==> src/rtl/atomic_unit_pkg.sv <==
// Shared definitions for the atomic memory unit: op encodings, FSM states, legality check.
package atomic_unit_pkg;

  localparam int unsigned XLEN_DEF = 32;
  localparam int unsigned F5W      = 5;

  localparam logic [F5W-1:0] F5_ADD  = 5'b00000;
  localparam logic [F5W-1:0] F5_SWAP = 5'b00001;
  localparam logic [F5W-1:0] F5_LR   = 5'b00010;
  localparam logic [F5W-1:0] F5_SC   = 5'b00011;
  localparam logic [F5W-1:0] F5_XOR  = 5'b00100;
  localparam logic [F5W-1:0] F5_OR   = 5'b01000;
  localparam logic [F5W-1:0] F5_AND  = 5'b01100;
  localparam logic [F5W-1:0] F5_MIN  = 5'b10000;
  localparam logic [F5W-1:0] F5_MAX  = 5'b10100;
  localparam logic [F5W-1:0] F5_MINU = 5'b11000;
  localparam logic [F5W-1:0] F5_MAXU = 5'b11100;

  typedef enum logic [2:0] {
    S_IDLE     = 3'd0,
    S_READ     = 3'd1,
    S_SC_CHECK = 3'd2,
    S_WRITE    = 3'd3,
    S_DONE     = 3'd4
  } state_t;

  function automatic logic is_legal_op(input logic [F5W-1:0] f);
    case (f)
      F5_ADD, F5_SWAP, F5_LR, F5_SC, F5_XOR, F5_OR, F5_AND,
      F5_MIN, F5_MAX, F5_MINU, F5_MAXU: is_legal_op = 1'b1;
      default:                          is_legal_op = 1'b0;
    endcase
  endfunction

endpackage

==> src/rtl/atomic_unit_amo_alu.sv <==
// Read-modify-write arithmetic for AMOs; ties on min/max keep the old memory value.
module amo_alu
  import atomic_unit_pkg::*;
#(
  parameter int unsigned XLEN = XLEN_DEF
) (
  input  logic [F5W-1:0]  i_funct5,
  input  logic [XLEN-1:0] i_old,
  input  logic [XLEN-1:0] i_src,
  output logic [XLEN-1:0] o_new
);

  logic w_slt;
  logic w_ult;

  always_comb begin
    w_slt = $signed(i_src) < $signed(i_old);
    w_ult = i_src < i_old;
    o_new = i_old;
    case (i_funct5)
      F5_ADD:         o_new = i_old + i_src;
      F5_SWAP, F5_SC: o_new = i_src;
      F5_XOR:         o_new = i_old ^ i_src;
      F5_OR:          o_new = i_old | i_src;
      F5_AND:         o_new = i_old & i_src;
      F5_MIN:         o_new = w_slt ? i_src : i_old;
      F5_MAX:         o_new = (!w_slt && (i_src != i_old)) ? i_src : i_old;
      F5_MINU:        o_new = w_ult ? i_src : i_old;
      F5_MAXU:        o_new = (!w_ult && (i_src != i_old)) ? i_src : i_old;
      default:        o_new = i_old;
    endcase
  end

endmodule

==> src/rtl/atomic_unit.sv <==
// Atomic memory op sequencer (LR/SC/AMO) with one outstanding memory access at a time.
module atomic_unit
  import atomic_unit_pkg::*;
#(
  parameter int unsigned XLEN = XLEN_DEF
) (
  input  logic            clk,
  input  logic            reset,
  input  logic            start,
  input  logic [F5W-1:0]  funct5,
  input  logic [XLEN-1:0] addr,
  input  logic [XLEN-1:0] src,
  output logic            busy,
  output logic            done,
  output logic [XLEN-1:0] result,
  output logic            fault,
  output logic            mem_req,
  output logic            mem_we,
  output logic [XLEN-1:0] mem_addr,
  output logic [XLEN-1:0] mem_wdata,
  input  logic [XLEN-1:0] mem_rdata,
  input  logic            mem_ready,
  output logic            lr_valid,
  output logic            sc_valid,
  output logic [XLEN-1:0] lr_addr,
  output logic [XLEN-1:0] sc_addr,
  input  logic            sc_success
);

  state_t          r_state, w_state_nxt;
  logic [F5W-1:0]  r_funct5, w_funct5_nxt;
  logic [XLEN-1:0] r_addr, w_addr_nxt;
  logic [XLEN-1:0] r_src, w_src_nxt;
  logic [XLEN-1:0] r_old, w_old_nxt;
  logic [XLEN-1:0] r_result, w_result_nxt;
  logic            r_fault, w_fault_nxt;
  logic            r_busy, r_done, r_mem_req, r_mem_we, r_sc_valid;
  logic [XLEN-1:0] r_mem_addr, r_mem_wdata, w_wdata_nxt;
  logic [XLEN-1:0] w_alu_new;

  amo_alu #(.XLEN(XLEN)) u_alu (
    .i_funct5 (r_funct5),
    .i_old    (mem_rdata),
    .i_src    (r_src),
    .o_new    (w_alu_new)
  );

  // Next-state and datapath; bus outputs are registered from the next state so they
  // are valid in the same cycle the FSM enters READ/WRITE/SC_CHECK.
  always_comb begin
    w_state_nxt  = r_state;
    w_funct5_nxt = r_funct5;
    w_addr_nxt   = r_addr;
    w_src_nxt    = r_src;
    w_old_nxt    = r_old;
    w_result_nxt = r_result;
    w_fault_nxt  = r_fault;
    w_wdata_nxt  = r_mem_wdata;
    case (r_state)
      S_IDLE: begin
        if (start) begin
          w_funct5_nxt = funct5;
          w_addr_nxt   = addr;
          w_src_nxt    = src;
          if ((addr[1:0] != 2'b00) || !is_legal_op(funct5)) begin
            w_state_nxt  = S_DONE;
            w_fault_nxt  = 1'b1;
            w_result_nxt = '0;
          end else begin
            w_fault_nxt = 1'b0;
            w_state_nxt = (funct5 == F5_SC) ? S_SC_CHECK : S_READ;
          end
        end
      end
      S_READ: begin
        if (mem_ready) begin
          w_old_nxt = mem_rdata;
          if (r_funct5 == F5_LR) begin
            w_state_nxt  = S_DONE;
            w_result_nxt = mem_rdata;
          end else begin
            w_state_nxt = S_WRITE;
            w_wdata_nxt = w_alu_new;
          end
        end
      end
      S_SC_CHECK: begin
        if (sc_success) begin
          w_state_nxt  = S_WRITE;
          w_wdata_nxt  = r_src;
          w_result_nxt = '0;
        end else begin
          w_state_nxt  = S_DONE;
          w_result_nxt = XLEN'(1);
        end
      end
      S_WRITE: begin
        if (mem_ready) begin
          w_state_nxt = S_DONE;
          if (r_funct5 != F5_SC) w_result_nxt = r_old;
        end
      end
      S_DONE:  w_state_nxt = S_IDLE;
      default: w_state_nxt = S_IDLE;
    endcase
  end

  always_ff @(posedge clk or posedge reset) begin
    if (reset) begin
      r_state     <= S_IDLE;
      r_funct5    <= '0;
      r_addr      <= '0;
      r_src       <= '0;
      r_old       <= '0;
      r_result    <= '0;
      r_fault     <= 1'b0;
      r_busy      <= 1'b0;
      r_done      <= 1'b0;
      r_mem_req   <= 1'b0;
      r_mem_we    <= 1'b0;
      r_sc_valid  <= 1'b0;
      r_mem_addr  <= '0;
      r_mem_wdata <= '0;
    end else begin
      r_state     <= w_state_nxt;
      r_funct5    <= w_funct5_nxt;
      r_addr      <= w_addr_nxt;
      r_src       <= w_src_nxt;
      r_old       <= w_old_nxt;
      r_result    <= w_result_nxt;
      r_fault     <= w_fault_nxt;
      r_busy      <= (w_state_nxt != S_IDLE);
      r_done      <= (w_state_nxt == S_DONE);
      r_mem_req   <= (w_state_nxt == S_READ) || (w_state_nxt == S_WRITE);
      r_mem_we    <= (w_state_nxt == S_WRITE);
      r_sc_valid  <= (w_state_nxt == S_SC_CHECK);
      r_mem_addr  <= ((w_state_nxt == S_READ) || (w_state_nxt == S_WRITE)) ? w_addr_nxt : '0;
      r_mem_wdata <= (w_state_nxt == S_WRITE) ? w_wdata_nxt : '0;
    end
  end

  assign busy      = r_busy;
  assign done      = r_done;
  assign result    = r_result;
  assign fault     = r_fault;
  assign mem_req   = r_mem_req;
  assign mem_we    = r_mem_we;
  assign mem_addr  = r_mem_addr;
  assign mem_wdata = r_mem_wdata;
  assign sc_valid  = r_sc_valid;
  assign sc_addr   = r_addr;
  assign lr_addr   = r_addr;
  // Reservation is registered exactly when the LR read data is accepted.
  assign lr_valid  = (r_state == S_READ) && mem_ready && (r_funct5 == F5_LR);

endmodule

==> config.mk <==
export PLATFORM = sky130hd
export DESIGN_NAME = atomic_unit
export DESIGN_NICKNAME = d
export VERILOG_FILES = /design/src/rtl/atomic_unit_pkg.sv /design/src/rtl/atomic_unit_amo_alu.sv /design/src/rtl/atomic_unit.sv
export SDC_FILE = /design/constraint.sdc
export NUM_CORES = 1
export LEC_CHECK = 0
export BUFFER_PORTS_ARGS = -buffer_cell sky130_fd_sc_hd__buf_2
export CAP_MARGIN = 20
export CORE_MARGIN = 2
export CORE_UTILIZATION = 60
export DETAILED_ROUTE_END_ITERATION = 8
export GPL_TIMING_DRIVEN = 0
export PLACE_DENSITY = 0.84
export REMOVE_ABC_BUFFERS = 1
export SYNTH_ARGS = -nofsm -noshare
export SYNTH_HDL_FRONTEND = slang
export SYNTH_SLANG_ARGS = --single-unit
==> constraint.sdc <==
create_clock -name clk -period 14 [get_ports clk]
set_input_delay 4.2 -clock clk [delete_from_list [all_inputs] [get_ports clk]]
set_output_delay 4.2 -clock clk [all_outputs]
set_load 0.01 [all_outputs]
==> summary.md <==
| Metric | Value |
|---|---|
| Status | `finished clean` |
| Vias in the first global route | `between 10000 and 15000` |
| Slowest cell delay on critical path | `between 0.15 and 0.2 ns` |
| Final Wtd Congestion | `around 0.94` |
| Number of I/O pins | `around 270` |
| Commonest non-fill, non-tap cells in the layout | `buf_2, dfrtp_1, a21oi_1` |
| CTS tree | `done` |
| Global route total overflow | `0` |
| First-pass GRT wire length | `slightly above 60000 um` |
| Clk sink count | `206` |
| CTS Root Cell | `clkbuf_16` |
| Critical Path RT | `9.80 ns` |
| Crit. End Element | `output port` |
| Library cells used by synthesis | `83` |
| Placed cell count | `between 1500 and 2000` |
| Post-CTS setup repair buffer count | `0` |
| CP max-delay cell | `and3_1` |
| Maxcap violations | `0` |
| Setup Crit Path Kind | `in2out` |
| EDFF count, synth | `0` |
| Netlist Area Pre-Place | `roughly 0.013 mm^2` |
| Die Y | `approximately 150 um` |
| Pleak | `just over 7 nW` |
| Post-Syn Instances | `~1400` |
| Total CTS buffers | `23` |
| DRC Markers | `0` |
| Via/cell ratio | `6.300` |
| Area after DPL | `about 0.014 mm^2` |
| VDD IR max | `between 150 and 200 uV` |
| Final nets | `1780` |
| CP most frequent cell | `buf_2` |
| Critical Path AT | `around 4.6 ns` |
| Post-route cell area | `about 0.015 mm^2` |
| Total GRT Usage | `a little over a third` |
| Post-layout total power | `~3.6 mW` |
| CP cell instances | `buf_2 -> and3_1 -> buf_2` |
| Clock Skew | `0.01107 ns` |
| Critical path peak fanout | `5` |
| Die Footprint | `roughly 0.023 mm^2` |
| Dpl hpwl | `between 20000 and 30000 um` |
| H-tree levels | `1` |
| Pin count of the biggest net entering global routing | `127` |
| Fin cells | `approximately 1900` |
| Layout area overhead | `17.64%` |
| Slew HR | `27.38%` |
| Die W | `150.6 um` |
| Post-DRT Antenna Nets | `0` |
| Register area share after synthesis | `about two fifths` |
| Resize count post-CTS | `0` |
| Top_reg_cell synth | `dfrtp_1` |
| I/O Buffers | `272` |
| Commonest non-fill, non-tap cell in the layout | `buf_2` |
| Slew @ Worst Pin | `about 1.1 ns` |
| Min Hold Slack | `0.5010 ns` |
| Layout cells sized above 1 | `around 28%` |
| Worst Setup Start Kind | `input pin` |
| Final hold violation count | `0` |
| Initial Utilization | `61.32%` |
| Core ar. | `0.02102 mm^2` |
| Hold Crit Depth | `2` |
| First drt pass iteration count | `7` |
| Hold-fix buffers at CTS | `0` |
| Setup WS post-layout | `a little over 5 ns` |
| Total negative slack | `0 ns` |
| Clk Latency, worst-skew pair | `roughly 0.53 ns` |
| Clock Pin Slew Worst Setup and Hold Paths | `about 0.060 ns` |
| #FFs+latches synth | `206` |
| Initial antenna violation count | `2` |
| Synth async-reset ratio | `100.0%` |
| Place WS | `between 5 and 6 ns` |
| RSZ-0062 raised after global routing | `no` |
| YS warnings | `0` |
| PD cells | `~230 mW/mm^2` |
| First DRT Iteration DRCs | `about 940` |
| Final core utilization | `72.13%` |
| Worst hold path class | `reg2reg` |
| FP Rows | `53` |
| WL/cell | `21.47 um` |
| Final WL | `40190 um` |
| Vias post-DR | `approximately 12000` |
| Fin. max-slew vios | `0` |
| Tmin final | `between 8 and 9 ns` |
| Max frequency | `~110 MHz` |
| Post-Syn Area per Cell | `9.368 um^2` |
| Longest Clk Path Bufs | `3` |
| Worst r2r path cells | `11` |
| # setup viols final | `0` |
| Crit share post-route | `a little over three fifths` |
[synthesized netlist by cell type, types with 12 or more instances]
cell type,instances,area share (%)
nor2_1,102,3.0
and3_1,12,0.58
nor2b_1,37,1.8
nor3_1,19,0.74
a21o_1,17,0.99
ha_1,96,9.3
a22oi_1,54,3.1
xnor2_1,16,1.1
buf_2,12,0.47
clkbuf_1,66,1.9
dfrtp_1,206,40
a21oi_1,108,4.2
nand2_1,89,2.6
a31oi_1,19,0.92
o21ai_0,102,4.0
a221oi_1,18,1.2
nand3_1,18,0.70
buf_4,34,2.0
a211oi_1,14,0.82
mux2_2,67,5.9
inv_1,83,2.4
[registers in the layout, summed over array words and instances (netlist names), 3 cells and up]
name and flops:
r_src 32, mem_wdata 32, r_funct5 5, result 32
lr_addr 32, r_old 32, mem_addr 32, r_state 3
[logic make-up after synthesis]
| group | share of synthesized area (%) |
|---|---|
| XOR/XNOR | 1.427 |
| flip-flops | 39.99 |
| multiplexers | 6.086 |
| AND/OR/NAND/NOR | 12.44 |
| AO/OA/AOI/OAI | 23.09 |
| adder cells (fa/ha/maj) | 9.474 |
| buffers and inverters | 7.484 |
[metal layers]
metal / wire length (um) / GRT usage (%) / share of wire (%)
met1: 14510 / 40.75 / 36
met2: 19700 / 59.70 / 49
met3: 3740 / 8.182 / 9.3
met4: 2246 / 18.22 / 5.6
met5: 0 / 0 / 0
[final cells by class]
class / instances / area [um^2]
diodes: 3 / 7.507
clock buffers: 30 / 651.9
clock inverters: 12 / 125.1
fillers: 1460 / 5858
inverters: 84 / 325.3
multi-input cells: 962 / 6837
flip-flops and latches: 206 / 5155
well taps: 275 / 344.1
repair buffers: 300 / 1718
[final timing paths]
path,start,endpoint,slack [ns]
setup / recovery,mem_ready,lr_valid,5.16
max in group asynchronous,reset,r_old[28],9.22
min in group asynchronous,reset,lr_addr[29],3.76
hold / removal,mem_wdata[14],mem_wdata[14],0.50
hold reg to reg,mem_wdata[14],mem_wdata[14],0.50
setup reg to reg,r_src[30],mem_wdata[5],9.30
[power breakdown]
group / total, mW / internal (mW) / switching (mW)
Sequential: 1.05 / 0.844 / 0.210
Clock: 0.625 / 0.366 / 0.259
Combinational: 1.88 / 0.757 / 1.13
Total: 3.56 / 1.97 / 1.59
[critical path, delay by kind of cell]
family	cells	cell delay, ns
buffers and inverters	2	0.26
AND/OR/NAND/NOR	1	0.18
Power figures use the tool's default switching activity.
